--- src/rtl/load_response_unit.sv ---
// Memory-stage load responder: issues a word-aligned read, extracts and extends
// the addressed byte/half/word, and reports misalignment or timeout as wb_err.
//
// state | meaning
// IDLE  | ready for a load request
// REQ   | read request presented to memory, waiting for acceptance
// WAIT  | read accepted, waiting for response (timeout counter running)
// DRAIN | flushed after issue; swallow the response, no writeback
// DONE  | one-cycle writeback strobe
module load_response_unit #(
  parameter int TIMEOUT_CYCLES = 255
) (
  input  logic        clk,
  input  logic        reset,
  input  logic        req_valid,
  input  logic [2:0]  req_funct3,
  input  logic [31:0] req_addr,
  input  logic [4:0]  req_rd,
  output logic        req_ready,
  input  logic        flush,
  output logic        mem_req_valid,
  output logic [31:0] mem_req_addr,
  input  logic        mem_req_ready,
  input  logic        mem_resp_valid,
  input  logic [31:0] mem_resp_data,
  output logic        wb_valid,
  output logic [4:0]  wb_rd,
  output logic [31:0] wb_data,
  output logic        wb_err,
  output logic        stall
);

  typedef enum logic [2:0] {S_IDLE, S_REQ, S_WAIT, S_DRAIN, S_DONE} state_t;

  localparam logic [7:0] TC_LAST = 8'(TIMEOUT_CYCLES - 1);

  state_t      state, state_nx;
  logic [7:0]  cnt;
  logic [2:0]  f3_q;
  logic [1:0]  off_q;
  logic [4:0]  rd_q;
  logic [29:0] waddr_q;
  logic [4:0]  wb_rd_q;
  logic [31:0] wb_data_q;
  logic        wb_err_q;
  logic        accept;
  logic        legal;
  logic        timeout;
  logic [7:0]  byte_sel;
  logic [15:0] half_sel;
  logic [31:0] ext_data;

  assign accept  = (state == S_IDLE) && req_valid && !flush;
  assign timeout = (cnt == TC_LAST);

  always_comb begin
    legal = 1'b0;
    case (req_funct3)
      3'b000, 3'b100: legal = 1'b1;
      3'b001, 3'b101: legal = !req_addr[0];
      3'b010:         legal = (req_addr[1:0] == 2'b00);
      default:        legal = 1'b0;
    endcase
  end

  always_comb begin
    byte_sel = mem_resp_data[8*off_q +: 8];
    half_sel = off_q[1] ? mem_resp_data[31:16] : mem_resp_data[15:0];
    ext_data = mem_resp_data;
    case (f3_q)
      3'b000:  ext_data = {{24{byte_sel[7]}}, byte_sel};
      3'b100:  ext_data = {24'b0, byte_sel};
      3'b001:  ext_data = {{16{half_sel[15]}}, half_sel};
      3'b101:  ext_data = {16'b0, half_sel};
      default: ext_data = mem_resp_data;
    endcase
  end

  always_ff @(posedge clk) begin
    if (reset) state <= S_IDLE;
    else       state <= state_nx;
  end

  always_comb begin
    state_nx = state;
    case (state)
      S_IDLE:  if (accept) state_nx = legal ? S_REQ : S_DONE;
      // A flush that coincides with acceptance still leaves a read in flight.
      S_REQ: begin
        if (flush)              state_nx = mem_req_ready ? S_DRAIN : S_IDLE;
        else if (mem_req_ready) state_nx = S_WAIT;
      end
      S_WAIT: begin
        if (flush)                          state_nx = mem_resp_valid ? S_IDLE : S_DRAIN;
        else if (mem_resp_valid || timeout) state_nx = S_DONE;
      end
      S_DRAIN: if (mem_resp_valid || timeout) state_nx = S_IDLE;
      S_DONE:  state_nx = S_IDLE;
      default: state_nx = S_IDLE;
    endcase
  end

  always_comb begin
    req_ready     = (state == S_IDLE);
    mem_req_valid = (state == S_REQ);
    wb_valid      = (state == S_DONE);
    stall         = (state != S_IDLE) || accept;
  end

  assign mem_req_addr = {waddr_q, 2'b00};
  assign wb_rd        = wb_rd_q;
  assign wb_data      = wb_data_q;
  assign wb_err       = wb_err_q;

  always_ff @(posedge clk) begin
    if (reset) begin
      cnt       <= '0;
      f3_q      <= '0;
      off_q     <= '0;
      rd_q      <= '0;
      waddr_q   <= '0;
      wb_rd_q   <= '0;
      wb_data_q <= '0;
      wb_err_q  <= 1'b0;
    end else begin
      if (accept) begin
        f3_q    <= req_funct3;
        off_q   <= req_addr[1:0];
        rd_q    <= req_rd;
        waddr_q <= req_addr[31:2];
        if (!legal) begin
          wb_rd_q   <= req_rd;
          wb_data_q <= '0;
          wb_err_q  <= 1'b1;
        end
      end
      case (state)
        S_REQ: cnt <= '0;
        S_WAIT: begin
          cnt <= flush ? 8'd0 : cnt + 8'd1;
          if (!flush && (mem_resp_valid || timeout)) begin
            wb_rd_q   <= rd_q;
            wb_err_q  <= !mem_resp_valid;
            wb_data_q <= mem_resp_valid ? ext_data : 32'd0;
          end
        end
        S_DRAIN: cnt <= cnt + 8'd1;
        default: ;
      endcase
    end
  end

endmodule

--- config.mk ---
export PLATFORM = sky130hd
export DESIGN_NAME = load_response_unit
export DESIGN_NICKNAME = d
export VERILOG_FILES = /design/src/rtl/load_response_unit.sv
export SDC_FILE = /design/constraint.sdc
export NUM_CORES = 1
export LEC_CHECK = 0
export BUFFER_PORTS_ARGS = -buffer_cell sky130_fd_sc_hd__clkbuf_2
export CAP_MARGIN = 10
export CORE_MARGIN = 2
export CORE_UTILIZATION = 49
export DETAILED_ROUTE_END_ITERATION = 8
export GPL_TIMING_DRIVEN = 0
export HOLD_SLACK_MARGIN = 0.15
export PLACE_DENSITY_LB_ADDON = 0.15
export SLEW_MARGIN = 20
export SYNTH_ARGS = -nofsm -noshare
export SYNTH_HDL_FRONTEND = slang
export SYNTH_SLANG_ARGS = --single-unit
--- constraint.sdc ---
create_clock -name clk -period 2.3 [get_ports clk]
set_clock_uncertainty 0.05 [all_clocks]
set_input_delay 0.46 -clock clk [delete_from_list [all_inputs] [get_ports clk]]
set_output_delay 0.46 -clock clk [all_outputs]
set_load 0.05 [all_outputs]
==> qor.csv, run 1 <==
metric;value;unit
clk slew on worst S/H paths;100;ps
clock latency at the later pin of the worst-skew pair;360;ps
Hold Crit Start;req_addr[6];
placement row count;32;
kind of launch point of the worst setup path;register;
pin count of the biggest net entering global routing;16;
number of cells in the design after placement;727;
GRT overflow;0;
clock tree from TritonCTS;done;
Switching Share;29.9;%
buffers plus inverters on the worst setup path;1;
worst reg2reg path depth;5;
final period utilization;91.2;%
cell-internal power;2.42;mW
endpoint required time on the critical path;2500;ps
Storage cell area;1780;µm²
Worst Max-Slew Pin Slew;526;ps
post-route total power;3.45;mW
number of antenna violations at the first check in global routing;0;
clock network fraction of design power;34.5;%
placed wire-length estimate after detailed placement;8400;µm
maximum root-to-sink buffer count;2;
dominant delay contributor by cell family on the critical path;simple AND/OR/NAND/NOR gates;
GP Congestion;0.865;
area overhead of the layout relative to synthesis;27.4;%
setup-violating endpoint count in the final report;0;
count of final max-slew check failures;0;
nets;716;
leading cell type in the layout, fill and taps excluded;sky130_fd_sc_hd__clkbuf_2;
Post-Synthesis Cells;477;
post-layout minimum cycle time;2100;ps
Netlist Area Pre-Place;3990;µm²
wire length of the first global-routing pass;17500;µm
Post-synth EDFFs;0;
core area;7810;µm²
fraction of synthesis flops using an asynchronous set or reset pin;0;%
leading post-synthesis cells by cell area;sky130_fd_sc_hd__dfxtp_1, sky130_fd_sc_hd__nand2_1, sky130_fd_sc_hd__a21oi_1;
residual antenna-violating net count after detailed routing;0;
Initial Utilization;51.1;%
Crit Path Class;register to register;
routed wire length per instance;14.8;µm
number of gates given a new drive strength after cts;0;
number of standard cells in the final layout excluding fillers;743;
TNS Setup;0;ps
drt via density;5.37;
post-synthesis sequential area ratio;44.7;%
number of remaining DRC errors;0;
reg2reg setup slack;200;ps
most used flip-flop cell after synthesis;sky130_fd_sc_hd__dfxtp_1;
boundary pin count;152;
synthesis-stage register bit count;89;
peak clock frequency supported by timing;477;MHz
critical path data arrival time;2290;ps
total of buffers placed on input and output ports;147;
source of the worst register-to-register timing path;state[2]$_SDFFE_PP0P_;
number of synthesis warnings;0;
static leakage power;2.24;nW
Worst Hold Class;input port to register;
detailed-route via count;3991;
end point of the worst hold path;waddr_q[4]$_SDFFE_PP0N_;
RR Endpoint;wb_data[28]$_SDFF_PP0_;
stage delay of the slowest cell on the critical path;610;ps
number of global-route vias before repair;3738;
final std cell area, no fill;5080;µm²
Cell Pwr Density;679;nW/µm²
worst hold path stage count;3;
status;finished clean;
Clock Sinks;89;
Die Outline Area;8880;µm²
Seq pwr share;47.1;%
Placed Area;4860;µm²
dominant cell type by area after synthesis;sky130_fd_sc_hd__dfxtp_1;
buffers inserted by post-CTS timing repair;0;
synthesized area per cell;8.36;µm²
switching power summed over all nets;1.03;mW
most used cells in the layout excluding fill and tap cells;sky130_fd_sc_hd__clkbuf_2, sky130_fd_sc_hd__dfxtp_1, sky130_fd_sc_hd__nand2_1, sky130_fd_sc_hd__a21oi_1, sky130_fd_sc_hd__nor2_1;
worst-path cell chain;or4b_4 > nor2_1 > nor3b_2 > buf_2 > a22o_2;
Hold-fix buffers, CTS;0;
count of routing violations after the opening detailed-route iteration;143;
First-pass DRT Iterations;4;
nature of the critical path endpoint;register;
final wirelength;11000;µm
H-tree depth;3;
RSZ-0062 raised after global routing;false;
height of the die;94.2;µm
total global routing track utilization;25.0;%
Yosys cell types;49;
worst vdd rail ir drop;0.439;mV
Max stage delay cell, worst path;sky130_fd_sc_hd__or4b_4;
diodes inserted;0;
part of the total power dissipated in combinational logic;18.4;%
maximum fanout count along the critical path;10;
number of fillers in the final layout;726;
max_slew headroom;65.0;%
fraction of final layout cells sized beyond drive strength 1;30.6;%
area of the multi-input gates;2000;µm²
Yosys top cell area share;44.7;%
CTS root buf;sky130_fd_sc_hd__clkbuf_8;
Die W;94.2;µm
total count of hold-check failures in the final report;0;
number of max-cap violations;0;
TritonCTS buffer count;9;
power groups by stage:
| stage | logic, mW | registers [mW] | clock network [mW] |
|---|---|---|---|
| 2_1_floorplan | 0.311 | 1.78 | 0 |
| 3_3_place_gp | 0.622 | 1.66 | 0 |
| 3_5_place_dp | 0.630 | 1.66 | 0 |
| 4_1_cts | 0.633 | 1.62 | 1.21 |
| 5_1_grt | 0.689 | 1.63 | 1.28 |
| 6_report | 0.635 | 1.62 | 1.19 |
cells by family (layout without fill, tap and decap cells):
kind of cell	count (synthesis)	after routing	share of synthesized area (%)
simple gates	178	178	20.5
compound gates	143	143	23.7
flops	89	89	44.7
buf+inv	47	210	5.37
mux	10	10	3.48
xor+xnor	7	7	1.54
fa+ha+maj	2	2	0.627
other cells	1	2	0.0940
layout make-up:
type	instances	share of cell area, %
buffer	39	3.65
clock buffer	10	2.51
clock inverter	6	1.77
inverter	8	0.591
multi-input combinational	342	39.4
sequential	89	35.1
tap	102	2.51
timing repair buffer	147	14.5
state kept, by name, indices dropped and copies added, names as in the netlist:
register	flops
wb_data	32
waddr_q	30
cnt	8
rd_q	5
wb_rd	5
f3_q	3
state	3
off_q	2
wb_err	1
per-stage QoR:
step	hold slack, ps	setup slack (ps)	util, %
floorplan	387	123	-
global placement	386	70.4	62.2
detailed placement	393	61.7	62.2
CTS	250	161	65.0
global route	247	81.0	65.0
finish	259	202	65.0
routing by layer:
metal	vias up	GRT usage, %	share of wire (%)
met3	18	4.49	6.9
met2	143	40.4	47
li1	1968	-	-
met5	-	0	0
met4	0	10.5	1.9
met1	1862	32.9	44
Yosys cell counts, types with 2 or more instances:
cell / n
sky130_fd_sc_hd__buf_2: 6
sky130_fd_sc_hd__mux2i_1: 6
sky130_fd_sc_hd__nand4_1: 3
sky130_fd_sc_hd__a22o_1: 6
sky130_fd_sc_hd__a211oi_1: 10
sky130_fd_sc_hd__o31ai_1: 2
sky130_fd_sc_hd__a21oi_1: 59
sky130_fd_sc_hd__a32oi_1: 2
sky130_fd_sc_hd__o2bb2ai_1: 8
sky130_fd_sc_hd__inv_1: 8
sky130_fd_sc_hd__a21boi_0: 3
sky130_fd_sc_hd__clkbuf_1: 27
sky130_fd_sc_hd__o22ai_1: 6
sky130_fd_sc_hd__nand3_1: 6
sky130_fd_sc_hd__and3_1: 2
sky130_fd_sc_hd__o21a_1: 5
sky130_fd_sc_hd__nor3_1: 7
sky130_fd_sc_hd__nand3b_1: 2
sky130_fd_sc_hd__nand2b_1: 27
sky130_fd_sc_hd__o211ai_1: 3
sky130_fd_sc_hd__nor2b_1: 2
sky130_fd_sc_hd__buf_4: 4
sky130_fd_sc_hd__xor2_1: 6
sky130_fd_sc_hd__ha_1: 2
sky130_fd_sc_hd__nor2_1: 32
sky130_fd_sc_hd__o21ai_0: 18
sky130_fd_sc_hd__nand2_1: 88
sky130_fd_sc_hd__mux4_2: 3
sky130_fd_sc_hd__a22o_2: 10
sky130_fd_sc_hd__buf_6: 2
sky130_fd_sc_hd__a21o_1: 6
sky130_fd_sc_hd__dfxtp_1: 89
tightest hold or removal path, delay by kind of cell:
kind / cells / cell delay, ps
AO/OA/AOI/OAI: 1 / 50
buffers and inverters: 1 / 80
AND/OR/NAND/NOR: 1 / 50
worst max-delay path by stage:
stage                     slack [ps]                  start                      to  cells after the start
after floorplan                  120  state[1]$_SDFFE_PP0P_                   stall                      3
after global placement            70                  flush  wb_data[14]$_SDFF_PP0_                      7
after detailed placement          60                  flush  wb_data[14]$_SDFF_PP0_                      7
after CTS                        160  state[2]$_SDFFE_PP0P_  wb_data[14]$_SDFF_PP0_                      6
after global routing              80    cnt[0]$_SDFFE_PP0P_  wb_data[31]$_SDFF_PP0_                      7
final                            200  state[2]$_SDFFE_PP0P_  wb_data[28]$_SDFF_PP0_                      5
No activity file was read; power rests on OpenSTA's default activity.
==> run 2: changes to the inputs <==
--- a/config.mk
+++ b/config.mk
@@ -8,7 +8,7 @@
 export BUFFER_PORTS_ARGS = -buffer_cell sky130_fd_sc_hd__clkbuf_2
 export CAP_MARGIN = 10
 export CORE_MARGIN = 2
-export CORE_UTILIZATION = 49
+export CORE_UTILIZATION = 53
 export DETAILED_ROUTE_END_ITERATION = 8
 export GPL_TIMING_DRIVEN = 0
 export HOLD_SLACK_MARGIN = 0.15
@@ -17,3 +17,4 @@
 export SYNTH_ARGS = -nofsm -noshare
 export SYNTH_HDL_FRONTEND = slang
 export SYNTH_SLANG_ARGS = --single-unit
+export TNS_END_PERCENT = 10
==> constraint.sdc (replaced) <==
create_clock -name clk -period 2.49 [get_ports clk]
set_clock_uncertainty 0.05 [all_clocks]
set_input_delay 0.498 -clock clk [delete_from_list [all_inputs] [get_ports clk]]
set_output_delay 0.498 -clock clk [all_outputs]
set_load 0.05 [all_outputs]
==> run 2 against run 1 <==
  * Clock power fell by 11%
  * Hold slack improved by 43 ps
  * Highest routed layer unchanged
  * Total power fell by 8.7%
  * Critical path depth rose by 1
  * Via count rose by 0.80%
  * First-iteration DRC count rose by 17%
==> qor.csv, run 2 (same netlist as run 1, synthesis figures left out) <==
metric;value;unit;change
buffers inserted by post-CTS timing repair;0;;unchanged
worst-path cell chain;or4b_4 > nor2_1 > clkbuf_1 > o21ai_0 > a21oi_1 > a21o_1;;
GP Congestion;0.879;;+1.6%
Worst Setup Slack, final;352;ps;+150 ps
max_slew headroom;63.1;%;-1.8 points
clock latency at the later pin of the worst-skew pair;360;ps;about the same
Hold-fix buffers, CTS;0;;unchanged
setup-violating endpoint count in the final report;0;;unchanged
Largest register FFs;32;;unchanged
most used cells in the layout excluding fill and tap cells;sky130_fd_sc_hd__clkbuf_2, sky130_fd_sc_hd__dfxtp_1, sky130_fd_sc_hd__nand2_1, sky130_fd_sc_hd__a21oi_1, sky130_fd_sc_hd__nor2_1;;
TritonCTS buffer count;9;;unchanged
maximum fanout count along the critical path;10;;unchanged
stage delay of the slowest cell on the critical path;610;ps;about the same
nature of the critical path endpoint;register;;
peak clock frequency supported by timing;468;MHz;-1.9%
total count of hold-check failures in the final report;0;;unchanged
clock tree from TritonCTS;done;;
Die Outline Area;8230;µm²;-7.2%
Clock Sinks;89;;unchanged
diodes inserted;0;;unchanged
number of max-cap violations;0;;unchanged
RSZ-0062 raised after global routing;false;;
drt via density;5.44;;+1.2%
static leakage power;2.23;nW;-0.46%
CTS root buf;sky130_fd_sc_hd__clkbuf_8;;
Crit Path Class;register to register;;
kind of launch point of the worst setup path;register;;
total global routing track utilization;27.5;%;+2.5 points
pin count of the biggest net entering global routing;16;;unchanged
Die W;90.7;µm;-3.7%
final period utilization;85.9;%;-5.4 points
Cell Pwr Density;621;nW/µm²;-8.6%
Worst Hold Class;input port to register;;
number of gates given a new drive strength after cts;0;;unchanged
total of buffers placed on input and output ports;147;;unchanged
post-route total power;3.15;mW;-8.7%
status;finished clean;;
endpoint required time on the critical path;2740;ps;+240 ps
count of routing violations after the opening detailed-route iteration;168;;+17%
number of global-route vias before repair;3831;;+2.5%
GRT overflow;0;;unchanged
height of the die;90.7;µm;-3.7%
area overhead of the layout relative to synthesis;27.2;%;
TNS Setup;0;ps;unchanged
detailed-route via count;4023;;+0.80%
post-layout minimum cycle time;2140;ps;+40.1 ps
area of the multi-input gates;2000;µm²;unchanged
clk slew on worst S/H paths;90;ps;about the same
placement row count;31;;-3.1%
nets;716;;unchanged
maximum root-to-sink buffer count;2;;unchanged
critical path data arrival time;2390;ps;+100 ps
pre-CTS setup slack;246;ps;+184 ps
boundary pin count;152;;unchanged
fraction of final layout cells sized beyond drive strength 1;30.6;%;unchanged
worst vdd rail ir drop;0.393;mV;-10%
placed wire-length estimate after detailed placement;8380;µm;-0.22%
count of final max-slew check failures;0;;unchanged
share of the core filled with cells;69.9;%;+4.9 points
Storage cell area;1780;µm²;unchanged
number of antenna violations at the first check in global routing;0;;unchanged
Worst Max-Slew Pin Slew;553;ps;+27.3 ps
routed wire length per instance;15.1;µm;+1.9%
core area;7250;µm²;-7.1%
residual antenna-violating net count after detailed routing;0;;unchanged
H-tree depth;3;;unchanged
final wirelength;11200;µm;+1.5%
First-pass DRT Iterations;5;;+1
leading cell type in the layout, fill and taps excluded;sky130_fd_sc_hd__clkbuf_2;;
Initial Utilization;55.0;%;+3.9 points
number of remaining DRC errors;0;;unchanged
wire length of the first global-routing pass;18300;µm;+4.5%
number of fillers in the final layout;643;;-11%
Max stage delay cell, worst path;sky130_fd_sc_hd__or4b_4;;
-- run 2: cell types whose count changed in the layout (fill, tap and decap cells not counted), sizes merged --
cell	change
bufinv	-1
clkbuf	+1
clkinvlp	+1
clkinv	+1
inv	-2
-- run 2: area by class of cell --
type	count	share of cell area [%]
Clock inverter	5	1.26
Tap cell	99	2.44
Sequential cell	89	35.1
Buffer	39	3.63
Inverter	8	0.592
Clock buffer	11	2.99
Timing Repair Buffer	147	14.5
Multi-Input combinational cell	342	39.5
-- run 2: worst paths after layout --
path,start,to,slack [ps],depth (start not counted)
max,state[2]$_SDFFE_PP0P_,wb_data[15]$_SDFF_PP0_,350,6
min,req_addr[6],waddr_q[4]$_SDFFE_PP0N_,300,3
max reg2reg,state[2]$_SDFFE_PP0P_,wb_data[15]$_SDFF_PP0_,350,6
min reg2reg,waddr_q[27]$_SDFFE_PP0N_,waddr_q[27]$_SDFFE_PP0N_,410,2
-- run 2: report_power, final --
| group | switching [mW] | internal [mW] |
|---|---|---|
| Sequential | 0.0312 | 1.47 |
| Combinational | 0.400 | 0.189 |
| Clock | 0.533 | 0.524 |
-- run 2: stage by stage --
step / instances / hold slack [ps] / cell area, µm²
detailed placement: 724 / 391 / 4860
CTS: 740 / 296 / 5070
finish: 740 / 302 / 5070
global route: 740 / 302 / 5070
global placement: 724 / 388 / 4860
floorplan: 478 / 387 / 4000
-- run 2: per-layer routing --
| metal | part of all wire (%) | global-route usage (%) |
|---|---|---|
| met1 | 42 | 34.1 |
| met2 | 49 | 46.4 |
| met3 | 8.0 | 7.10 |
| met4 | 1.7 | 9.36 |
| met5 | 0 | 0 |
-- run 2: worst max-delay path: cells and delay by family (launching register included) --
kind,cells,cell delay (ps)
simple gates,2,830
compound gates,3,450
flops,1,400
buf+inv,1,350
==> run 3: changes to the inputs <==
--- a/config.mk
+++ b/config.mk
@@ -12,7 +12,7 @@
 export DETAILED_ROUTE_END_ITERATION = 8
 export GPL_TIMING_DRIVEN = 0
 export HOLD_SLACK_MARGIN = 0.15
-export PLACE_DENSITY_LB_ADDON = 0.15
+export PLACE_DENSITY_LB_ADDON = 0.25
 export SLEW_MARGIN = 20
 export SYNTH_ARGS = -nofsm -noshare
 export SYNTH_HDL_FRONTEND = slang
==> run 3 against run 2 <==
  * Sequential share of layout area increased by 0.087 points
  * Register-to-register slack improved by 20 ps
  * Clock power decreased by 4%
  * Flip-flop and latch count unchanged
  * Cell count unchanged
  * Wire length decreased by 5.1%
  * Non-clock buffer count unchanged
  * Largest power group unchanged
  * Highest routed layer unchanged
  * Total power decreased by 1.4%
==> qor.csv, run 3 (same netlist as run 1, synthesis figures left out) <==
metric;value;unit;change
fraction of final layout cells sized beyond drive strength 1;30.6;%;unchanged
Clock Sinks;89;;unchanged
nature of the critical path endpoint;register;;
Cell Pwr Density;613;nW/µm²;-1.2%
GRT overflow;0;;unchanged
Worst Hold Class;input port to register;;
clock tree from TritonCTS;done;;
status;finished clean;;
total count of hold-check failures in the final report;0;;unchanged
static leakage power;2.23;nW;-0.12%
area of the multi-input gates;2000;µm²;unchanged
TritonCTS buffer count;9;;unchanged
GP Congestion;0.900;;+2.4%
most used cells in the layout excluding fill and tap cells;sky130_fd_sc_hd__clkbuf_2, sky130_fd_sc_hd__dfxtp_1, sky130_fd_sc_hd__nand2_1, sky130_fd_sc_hd__a21oi_1, sky130_fd_sc_hd__nor2_1;;
placement row count;31;;unchanged
maximum root-to-sink buffer count;2;;unchanged
clock latency at the later pin of the worst-skew pair;350;ps;about the same
post-route total power;3.10;mW;-1.4%
post-layout minimum cycle time;2110;ps;-24.7 ps
total of buffers placed on input and output ports;147;;unchanged
buffers plus inverters on the worst setup path;2;;+1
total global routing track utilization;25.9;%;-1.6 points
leading cell type in the layout, fill and taps excluded;sky130_fd_sc_hd__clkbuf_2;;
kind of launch point of the worst setup path;register;;
number of fillers in the final layout;653;;+1.6%
height of the die;90.7;µm;unchanged
critical path data arrival time;2310;ps;-80 ps
worst-path cell chain;buf_4 > mux2_2 > a21oi_1 > a21boi_0 > a2111oi_4 > buf_6 > a22o_2;;
maximum fanout count along the critical path;10;;unchanged
number of global-route vias before repair;3885;;+1.4%
Max stage delay cell, worst path;sky130_fd_sc_hd__dfxtp_1;;
stage delay of the slowest cell on the critical path;400;ps;-210 ps
Storage cell area;1780;µm²;unchanged
Worst Max-Slew Pin Slew;536;ps;-17.1 ps
peak clock frequency supported by timing;473;MHz;+1.2%
RSZ-0062 raised after global routing;false;;
pin count of the biggest net entering global routing;16;;unchanged
final period utilization;84.9;%;-0.99 points
pre-CTS setup slack;287;ps;+41.7 ps
boundary pin count;152;;unchanged
area overhead of the layout relative to synthesis;26.9;%;
count of routing violations after the opening detailed-route iteration;152;;-9.5%
Hold-fix buffers, CTS;0;;unchanged
wire length of the first global-routing pass;17600;µm;-4.2%
H-tree depth;3;;unchanged
placed wire-length estimate after detailed placement;8170;µm;-2.5%
Initial Utilization;55.0;%;unchanged
nets;716;;unchanged
diodes inserted;0;;unchanged
CTS root buf;sky130_fd_sc_hd__clkbuf_8;;
drt via density;5.43;;about the same
number of remaining DRC errors;0;;unchanged
endpoint required time on the critical path;2690;ps;-50 ps
Worst Setup Slack, final;377;ps;+24.7 ps
number of gates given a new drive strength after cts;0;;unchanged
Largest register FFs;32;;unchanged
buffers inserted by post-CTS timing repair;0;;unchanged
First-pass DRT Iterations;5;;unchanged
routed wire length per instance;14.3;µm;-5.1%
Crit Path Class;register to register;;
Die W;90.7;µm;unchanged
number of max-cap violations;0;;unchanged
worst vdd rail ir drop;0.405;mV;+3.0%
core area;7250;µm²;unchanged
final wirelength;10600;µm;-5.1%
setup-violating endpoint count in the final report;0;;unchanged
Die Outline Area;8230;µm²;unchanged
dominant delay contributor by cell family on the critical path;compound AO/OA/AOI/OAI gates;;
detailed-route via count;4020;;-0.075%
max_slew headroom;64.3;%;+1.1 points
clk slew on worst S/H paths;90;ps;about the same
TNS Setup;0;ps;unchanged
number of antenna violations at the first check in global routing;0;;unchanged
residual antenna-violating net count after detailed routing;0;;unchanged
count of final max-slew check failures;0;;unchanged
[run 3: cell types whose count changed in the layout (fill, tap and decap cells not counted)]
cell                       delta
sky130_fd_sc_hd__clkinv_2     +2
sky130_fd_sc_hd__inv_6        +2
sky130_fd_sc_hd__clkbuf_8     -1
sky130_fd_sc_hd__clkinv_4     -3
[run 3: where the power goes]
group	switching (mW)	leakage, nW	internal, mW
logic	0.392	1.40	0.188
clock network	0.525	0.103	0.495
registers	0.0317	0.722	1.47
[run 3: worst paths after layout]
path,start,to,slack (ps),cells after the start
hold / removal,req_addr[18],waddr_q[16]$_SDFFE_PP0N_,310,3
setup / recovery,off_q[1]$_SDFFE_PP0N_,wb_data[22]$_SDFF_PP0_,380,7
hold reg to reg,waddr_q[15]$_SDFFE_PP0N_,waddr_q[15]$_SDFFE_PP0N_,410,2
setup reg to reg,off_q[1]$_SDFFE_PP0N_,wb_data[22]$_SDFF_PP0_,380,7
[run 3: worst min-delay path: cells and delay by family]
family	cells	cell delay (ps)
buf+inv	1	80
simple gates	1	40
compound gates	1	50
[run 3: routing by layer]
layer  part of all wire, %  vias up  GRT usage [%]
li1                      -     1971              -
met3                   9.2       19           7.51
met5                     0        -              0
met1                    41     1850           30.7
met2                    48      180           44.2
met4                   2.0        0           10.0
[run 3: final cells by class]
cell class	instances	share of cell area, %
buffer	39	3.64
clock buffer	10	2.72
clock inverter	6	1.29
inverter	8	0.594
multi-input combinational	342	39.5
sequential	89	35.2
tap	99	2.45
timing repair buffer	147	14.5
[run 3: metrics by stage]
stage	utilization [%]	cells	cell area (µm²)	hold slack, ps
global route	69.7	740	5060	301
floorplan	-	478	4000	387
CTS	69.7	740	5060	301
detailed placement	66.9	724	4860	392
finish	69.7	740	5060	309
global placement	66.9	724	4860	384
